$ cat config.mk
export PLATFORM = sky130hd
export DESIGN_NAME = sc_timing_gen
export DESIGN_NICKNAME = d
export VERILOG_FILES = /design/src/rtl/sc_timing_gen.sv
export SDC_FILE = /design/constraint.sdc
export NUM_CORES = 1
export LEC_CHECK = 0
export ABC_CLOCK_PERIOD_IN_PS = 2300
export CAP_MARGIN = 20
export CORE_MARGIN = 5
export CORE_UTILIZATION = 40
export DETAILED_ROUTE_END_ITERATION = 8
export PLACE_DENSITY = 0.8
export SYNTH_ARGS = -nofsm -noshare
export SYNTH_HDL_FRONTEND = slang
export SYNTH_SLANG_ARGS = --single-unit
$ cat constraint.sdc
create_clock -name CLK -period 2.3 [get_ports CLK]
set_clock_uncertainty 0.15 [all_clocks]
set_input_delay 0.46 -clock CLK [delete_from_list [all_inputs] [get_ports CLK]]
set_output_delay 0.46 -clock CLK [all_outputs]
set_load 0.01 [all_outputs]
$ cat src/rtl/sc_timing_gen.sv
// sc_timing_gen: run flip-flop, instruction register and sequence counter for
// the basic-computer control unit. It produces one-hot timing (T) and opcode
// decode (D). The SC_CLR/SC_INC pair is returned by the SC control logic and
// is applied on the following rising edge.
module sc_timing_gen #(
  parameter int SC_WIDTH  = 3,
  parameter int CNT_WIDTH = 16
) (
  input  logic                       CLK,
  input  logic                       RST,
  input  logic                       START,
  input  logic                       HALT,
  input  logic                       SC_CLR,
  input  logic                       SC_INC,
  input  logic                       IR_LD,
  input  logic [15:0]                IR_IN,
  output logic [(2**SC_WIDTH)-1:0]   T,
  output logic [7:0]                 D,
  output logic                       I_BIT,
  output logic [SC_WIDTH-1:0]        SC,
  output logic                       RUN,
  output logic [CNT_WIDTH-1:0]       INSTR_CNT,
  output logic                       ERR
);

  localparam int T_W = 2**SC_WIDTH;

  logic                 run_q, run_d;
  logic [SC_WIDTH-1:0]  sc_q, sc_d;
  logic [15:0]          ir_q, ir_d;
  logic [CNT_WIDTH-1:0] cnt_q, cnt_d;
  logic                 err_q, err_d;

  // Next-state logic. HALT takes priority over START and over all SC/IR
  // activity. SC_CLR, SC_INC and IR_LD are honoured only while running.
  always_comb begin
    run_d = run_q;
    sc_d  = sc_q;
    ir_d  = ir_q;
    cnt_d = cnt_q;
    err_d = err_q;
    if (run_q) begin
      if (HALT) begin
        // Stop. SC keeps its value so the stopped point stays visible.
        run_d = 1'b0;
      end else begin
        if (SC_CLR) begin
          sc_d  = '0;
          cnt_d = cnt_q + CNT_WIDTH'(1);
          if (SC_INC) err_d = 1'b1;
        end else if (SC_INC) begin
          // Natural wrap at 2**SC_WIDTH is not counted as a clear.
          sc_d = sc_q + SC_WIDTH'(1);
        end
        if (IR_LD) ir_d = IR_IN;
      end
    end else if (START && !HALT) begin
      run_d = 1'b1;
      sc_d  = '0;
    end
  end

  // State registers with synchronous active-high reset.
  always_ff @(posedge CLK) begin
    if (RST) begin
      run_q <= 1'b0;
      sc_q  <= '0;
      ir_q  <= 16'h0000;
      cnt_q <= '0;
      err_q <= 1'b0;
    end else begin
      run_q <= run_d;
      sc_q  <= sc_d;
      ir_q  <= ir_d;
      cnt_q <= cnt_d;
      err_q <= err_d;
    end
  end

  // Timing and opcode decode. Both are derived from registers only.
  always_comb begin
    T = '0;
    if (run_q) T[sc_q] = 1'b1;
    D = '0;
    D[ir_q[14:12]] = 1'b1;
  end

  assign I_BIT     = ir_q[15];
  assign SC        = sc_q;
  assign RUN       = run_q;
  assign INSTR_CNT = cnt_q;
  assign ERR       = err_q;

  // Unused-width guard: T_W documents the T width derivation.
  logic unused_tw;
  assign unused_tw = (T_W == 0);

endmodule

# Word-level counts from Yosys, hierarchy flattened
# Cells that the tools add are included.
[classes] n_lt_le_gt_ge=4 shifts=0 reduce_logical=9 eq_ne=2 n_addsub=2 n_bitwise=1 mul=0 mux=13 div_mod_pow=0
[ops] cell="$add A16 B1 Y16 const B" n=1
[ops] cell="$mux W3" n=5
[ops] cell="$reduce_and A3 Y1" n=3
[ops] cell="$lt A3 B4 Y1 const B" n=2
[ops] cell="$mux W8" n=1
[ops] cell="$demux W1 S3" n=2
[ops] cell="$ge A3 B1 Y1 const B" n=2
[ops] cell="$mux W1" n=5
[ops] cell="$reduce_and A4 Y1" n=1
[ops] cell="$add A3 B1 Y3 const B" n=1
[ops] cell="$logic_and A1 B1 Y1" n=3
[ops] cell="$ne A3 B3 Y1 const B" n=1
[ops] cell="$ne A2 B2 Y1 const B" n=1
[ops] cell="$reduce_bool A2 Y1" n=1
[ops] cell="$logic_not A1 Y1" n=1
[ops] cell="$not A1 Y1" n=1
[word_totals] mem_bits_rw=0 wordCells=36 ff_bits=37 rom_bits=0 mem_count=0 in_bits=23 latch_bits=0 output_inout_bits=38

# Longest topological paths before layout
[depth] ltp_word=5 mapped_depth=6 mapped_depth_nobuf=5

# Worst setup path before layout
# OpenSTA, ideal clock, no wires.
[synth_timing] kind="flip-flop to flip-flop" startpoint="reg run_q (netlist: RUN)" endpoint="reg cnt_q[15] (netlist: INSTR_CNT[15])" path_stages_with_launch=5 arrival_ns=1.646 setup_ns=0.070 slack_ns=0.433 cell_sequence="dfxtp_1 > nand3b_4 > or3_4 > or4_1 > a21oi_1"
[synth_between] elab_chain_cells=1
[synth_rtl] item="start: declaration" line="28" rtl="logic run_q, run_d;"
[synth_rtl] item="start signal: assignment" line="72" rtl="run_q <= run_d;"
[synth_rtl] item="$reduce_and A3 Y1 (no source line)"
[synth_rtl] item="end signal: assignment" line="75" rtl="cnt_q <= cnt_d;"
[synth_rtl] item="end: declaration" line="31" rtl="logic [CNT_WIDTH-1:0] cnt_q, cnt_d;"
# Every way passes these cells.
# A chain may end at the register's enable or synchronous reset.

# Final worst setup path
[layout_timing] startpoint="reg run_q (netlist: RUN)" endpoint="out T[2]"
[layout_between] elab_chain_cells=1
[layout_rtl] item="$mux W8" line="83" rtl="if (run_q) T[sc_q] = 1'b1;"
[layout_rtl] item="end: declaration" line="17" rtl="output logic [(2**SC_WIDTH)-1:0] T,"
# Every way passes these cells.

==> flow_summary.rst <==
.. list-table::
   :header-rows: 1

   * - Metric
     - Value
   * - Outcome
     - finished clean
   * - TritonCTS clock tree
     - done
   * - Die span in x
     - roughly 65 um
   * - Clock tree root driver cell
     - sky130_fd_sc_hd__clkbuf_4
   * - Drt first-iter violations
     - 69
   * - Layout Nets
     - 231
   * - Cell count of the worst reg-to-reg path
     - 4
   * - DRC
     - 0
   * - First-pass GRT wire length
     - ~5200 um
   * - Number of global-route vias before repair
     - 1207
   * - Number of hold violations in the final report
     - 0
   * - Via/cell ratio
     - 5.33
   * - List of cells traversed by the critical path
     - or2b_1 -> nor2_1 -> clkdlybuf4s50_1
   * - Post-synth ARST share
     - 0%
   * - Routability congestion estimate
     - between 0.8 and 0.9
   * - CTS Hold Buffers Added
     - 0
   * - Clk slew on worst S/H paths
     - 0.13 ns
   * - Post-detailed-route wirelength per cell
     - ~13 um
   * - Startpoint class of the critical path
     - flip-flop
   * - Library cell with the largest summed area after synthesis
     - sky130_fd_sc_hd__dfxtp_1
   * - Maximum capacitance violations
     - 0
   * - Initial Util
     - roughly two fifths
   * - End of the critical path
     - T[2]
   * - Slowest cell on the critical path
     - sky130_fd_sc_hd__clkdlybuf4s50_1
   * - Vertical extent of the die
     - between 60 and 70 um
   * - Total number of vias
     - 1268
   * - Top flip-flop cell by instance count after synthesis
     - sky130_fd_sc_hd__dfxtp_1
   * - Wire length after detailed routing
     - 3080 um
   * - Distinct cell type count of the synthesized netlist
     - 38
   * - Area taken by flip-flops and latches
     - 505 um2
   * - Fraction of final layout cells sized beyond drive strength 1
     - 10.7%
   * - TNS Setup
     - 0 ns
   * - Transition time at the pin with the least slew margin
     - 0.355 ns
   * - Portion of synthesized cell area occupied by the leading cell type
     - 40.7%
   * - Metal3 WL
     - 191 um
   * - Global-route total usage across every layer
     - between 10% and 20%
   * - CTS H-Tree Depth
     - 1
   * - Share of the cycle needed by the critical path after routing
     - 96.1%
   * - Path category of the worst min-delay check
     - reg2reg
   * - EDFF count, synth
     - 0
   * - Clock latency at the later pin of the worst-skew pair
     - around 0.31 ns
   * - Commonest cells in the synthesized netlist
     - sky130_fd_sc_hd__dfxtp_1, sky130_fd_sc_hd__nor2_1, sky130_fd_sc_hd__nand2_1
   * - Detailed-routing wirelength on met1
     - ~1400 um
   * - Delay of the slowest critical-path stage
     - around 0.54 ns
   * - Number of failing setup endpoints in the final timing report
     - 0
   * - Setup slack on the worst flop-to-flop path
     - 0.35 ns
   * - Core utilization of the finished layout
     - 61.2%
   * - Beginning of the worst register-to-register path
     - INSTR_CNT[5]$_SDFFE_PP0P_
   * - Library cell with the highest instance count after synthesis
     - sky130_fd_sc_hd__dfxtp_1
   * - IR drop worst, VDD
     - 0.000283 V
   * - Post-synth net total
     - 174
   * - Power per cell area
     - 377 nW/um2
   * - Iteration count of the initial detailed-routing pass
     - 4
   * - Seq/Total Area, Yosys
     - 40.7%
   * - Type of the worst setup path
     - reg2out
   * - Unrepaired setup endpoints after global routing
     - false
   * - Maximum operating frequency
     - approximately 0.45 GHz
   * - Relative area change from synthesis to final layout
     - 49.3%
   * - Cell area after placement
     - about 1800 um2
   * - Num CTS Buffers
     - 3
   * - Largest net degree at the start of global routing
     - 26
   * - Core region area
     - 3000 um2
   * - Avg Synthesized Cell Area
     - 8.25 um2
   * - Deepest clock path buffer count
     - 2
   * - Row count
     - 20
   * - Detailed placement HPWL
     - 2420 um
   * - Total standard cell area after synthesis
     - 1230 um2
   * - Total I/O pin count
     - 61
   * - Met2 WL post-DR
     - approximately 1500 um
   * - Static leakage
     - 0.000665 uW
   * - Antenna violations before repair
     - 0
   * - Total of flip-flops plus latches after synthesis
     - 25
   * - Count of fill cells added during filler insertion
     - 279
   * - Final cell area excluding filler cells
     - between 1500 and 2000 um2
   * - Endpoint arrival time on the critical path
     - 1.60 ns
   * - Total number of clock tree sinks
     - 25
   * - Source of the critical timing path
     - RUN$_SDFF_PP0_
   * - Relative slew slack
     - 76.1%
   * - Crit. End Element
     - output pin
   * - Worst reg2reg path endpoint
     - INSTR_CNT[14]$_SDFFE_PP0P_
   * - Multi-input gate area
     - 693 um2
   * - Worst-path maximum fanout
     - 4
   * - Required time reported for the critical path endpoint
     - approximately 1.7 ns
   * - Count of mapped cells out of synthesis
     - about 150
   * - Leftover overflow at the end of global routing
     - 0
   * - Synth top area cells
     - sky130_fd_sc_hd__dfxtp_1, sky130_fd_sc_hd__nor2_1, sky130_fd_sc_hd__a21oi_1
   * - Fin. max-slew vios
     - 0
   * - Antenna diode instance count
     - 0
   * - Final critical delay including setup and external delays
     - 2.21 ns
   * - Area enclosed by the die boundary
     - 4280 um2
   * - Ys Warns
     - 0
   * - Number of input and output port buffers inserted
     - 48
   * - Top layer reached by signal wires
     - met4
   * - Antenna viol nets, final
     - 0
registers in the layout (all words and copies together) (netlist names):
name	count
ir_q	4
ERR	1
RUN	1
SC	3
INSTR_CNT	16
logic make-up (layout without fill, tap and decap cells):
group | count (synthesis) | in the layout | synth area share [%]
and+or+nand+nor | 79 | 79 | 35.5
AOI/OAI and AO/OA | 25 | 25 | 12.4
DFF | 25 | 25 | 40.7
xor gates and xnor gates | 9 | 9 | 6.41
buffers and inverters | 9 | 65 | 2.95
adders and majority gates | 2 | 2 | 2.03
timing repair:
| item | in CTS | in global routing |
|---|---|---|
| endpoints found under the hold margin | 0 | 0 |
| gates resized for setup | 0 | 5 |
| setup buffers | 0 | 0 |
| endpoints found under the setup margin | 0 | 7 |
worst min-delay path by stage:
stage,startpoint,end,slack [ns],cells after the start
after floorplan,ir_q[15]$_SDFFE_PP0P_,ir_q[15]$_SDFFE_PP0P_,0.33,2
after global placement,ir_q[15]$_SDFFE_PP0P_,ir_q[15]$_SDFFE_PP0P_,0.30,2
after detailed placement,ir_q[15]$_SDFFE_PP0P_,ir_q[15]$_SDFFE_PP0P_,0.31,2
after CTS,ir_q[15]$_SDFFE_PP0P_,ir_q[15]$_SDFFE_PP0P_,0.33,2
after global routing,ir_q[15]$_SDFFE_PP0P_,ir_q[15]$_SDFFE_PP0P_,0.36,2
final,ir_q[15]$_SDFFE_PP0P_,ir_q[15]$_SDFFE_PP0P_,0.33,2
routing by layer:
metal | track usage [%] | up-vias
li1 | - | 645
met1 | 17.6 | 581
met2 | 27.2 | 40
met3 | 2.91 | 2
met4 | 4.15 | 0
met5 | 0 | -
worst max-delay path, delay by kind of cell, from the launching register on:
kind                   cells  cell delay [ns]
AND/OR/NAND/NOR            2             0.39
buffers and inverters      1             0.54
flip-flops                 1             0.37
layout make-up:
type / instances / share of cell area [%]
multi-input cells: 115 / 37.7
repair buffers: 58 / 30.4
flip-flops and latches: 25 / 27.5
well taps: 33 / 2.25
clock buffers: 3 / 1.23
inverters: 3 / 0.613
clock inverters: 1 / 0.272
cells in the final DEF, fill, tap and decap left out, types with 2 or more instances in the layout:
| cell | instances |
|---|---|
| sky130_fd_sc_hd__a21oi_1 | 12 |
| sky130_fd_sc_hd__a31oi_1 | 3 |
| sky130_fd_sc_hd__and2_1 | 2 |
| sky130_fd_sc_hd__and3_1 | 2 |
| sky130_fd_sc_hd__and3b_1 | 3 |
| sky130_fd_sc_hd__buf_4 | 10 |
| sky130_fd_sc_hd__clkbuf_4 | 3 |
| sky130_fd_sc_hd__clkdlybuf4s50_1 | 47 |
| sky130_fd_sc_hd__dfxtp_1 | 21 |
| sky130_fd_sc_hd__dfxtp_2 | 4 |
| sky130_fd_sc_hd__ha_1 | 2 |
| sky130_fd_sc_hd__inv_1 | 3 |
| sky130_fd_sc_hd__nand2_1 | 15 |
| sky130_fd_sc_hd__nand2b_1 | 2 |
| sky130_fd_sc_hd__nand3_1 | 10 |
| sky130_fd_sc_hd__nand4_1 | 3 |
| sky130_fd_sc_hd__nor2_1 | 19 |
| sky130_fd_sc_hd__nor3_1 | 3 |
| sky130_fd_sc_hd__nor3b_1 | 3 |
| sky130_fd_sc_hd__nor4_1 | 2 |
| sky130_fd_sc_hd__o21ai_0 | 2 |
| sky130_fd_sc_hd__o31ai_1 | 3 |
| sky130_fd_sc_hd__or3_1 | 3 |
| sky130_fd_sc_hd__or4_1 | 3 |
| sky130_fd_sc_hd__xnor2_1 | 3 |
| sky130_fd_sc_hd__xor2_1 | 6 |
report_power, final:
group / internal [uW] / switching, uW
Combinational: 34.8 / 27.8
Sequential: 436 / 3.26
Clock: 64.9 / 126
Total: 536 / 157
per-stage QoR:
step / hold WS [ns] / total power (uW) / std cells / setup WS (ns)
finish: 0.326 / 693 / 238 / 0.0906
global route: 0.355 / 731 / 238 / 0.00464
CTS: 0.333 / 701 / 238 / 0.00664
detailed placement: 0.314 / 511 / 234 / -0.0590
global placement: 0.298 / 510 / 234 / -0.0246
floorplan: 0.331 / 471 / 149 / 0.433
Power figures use the tool's default switching activity.
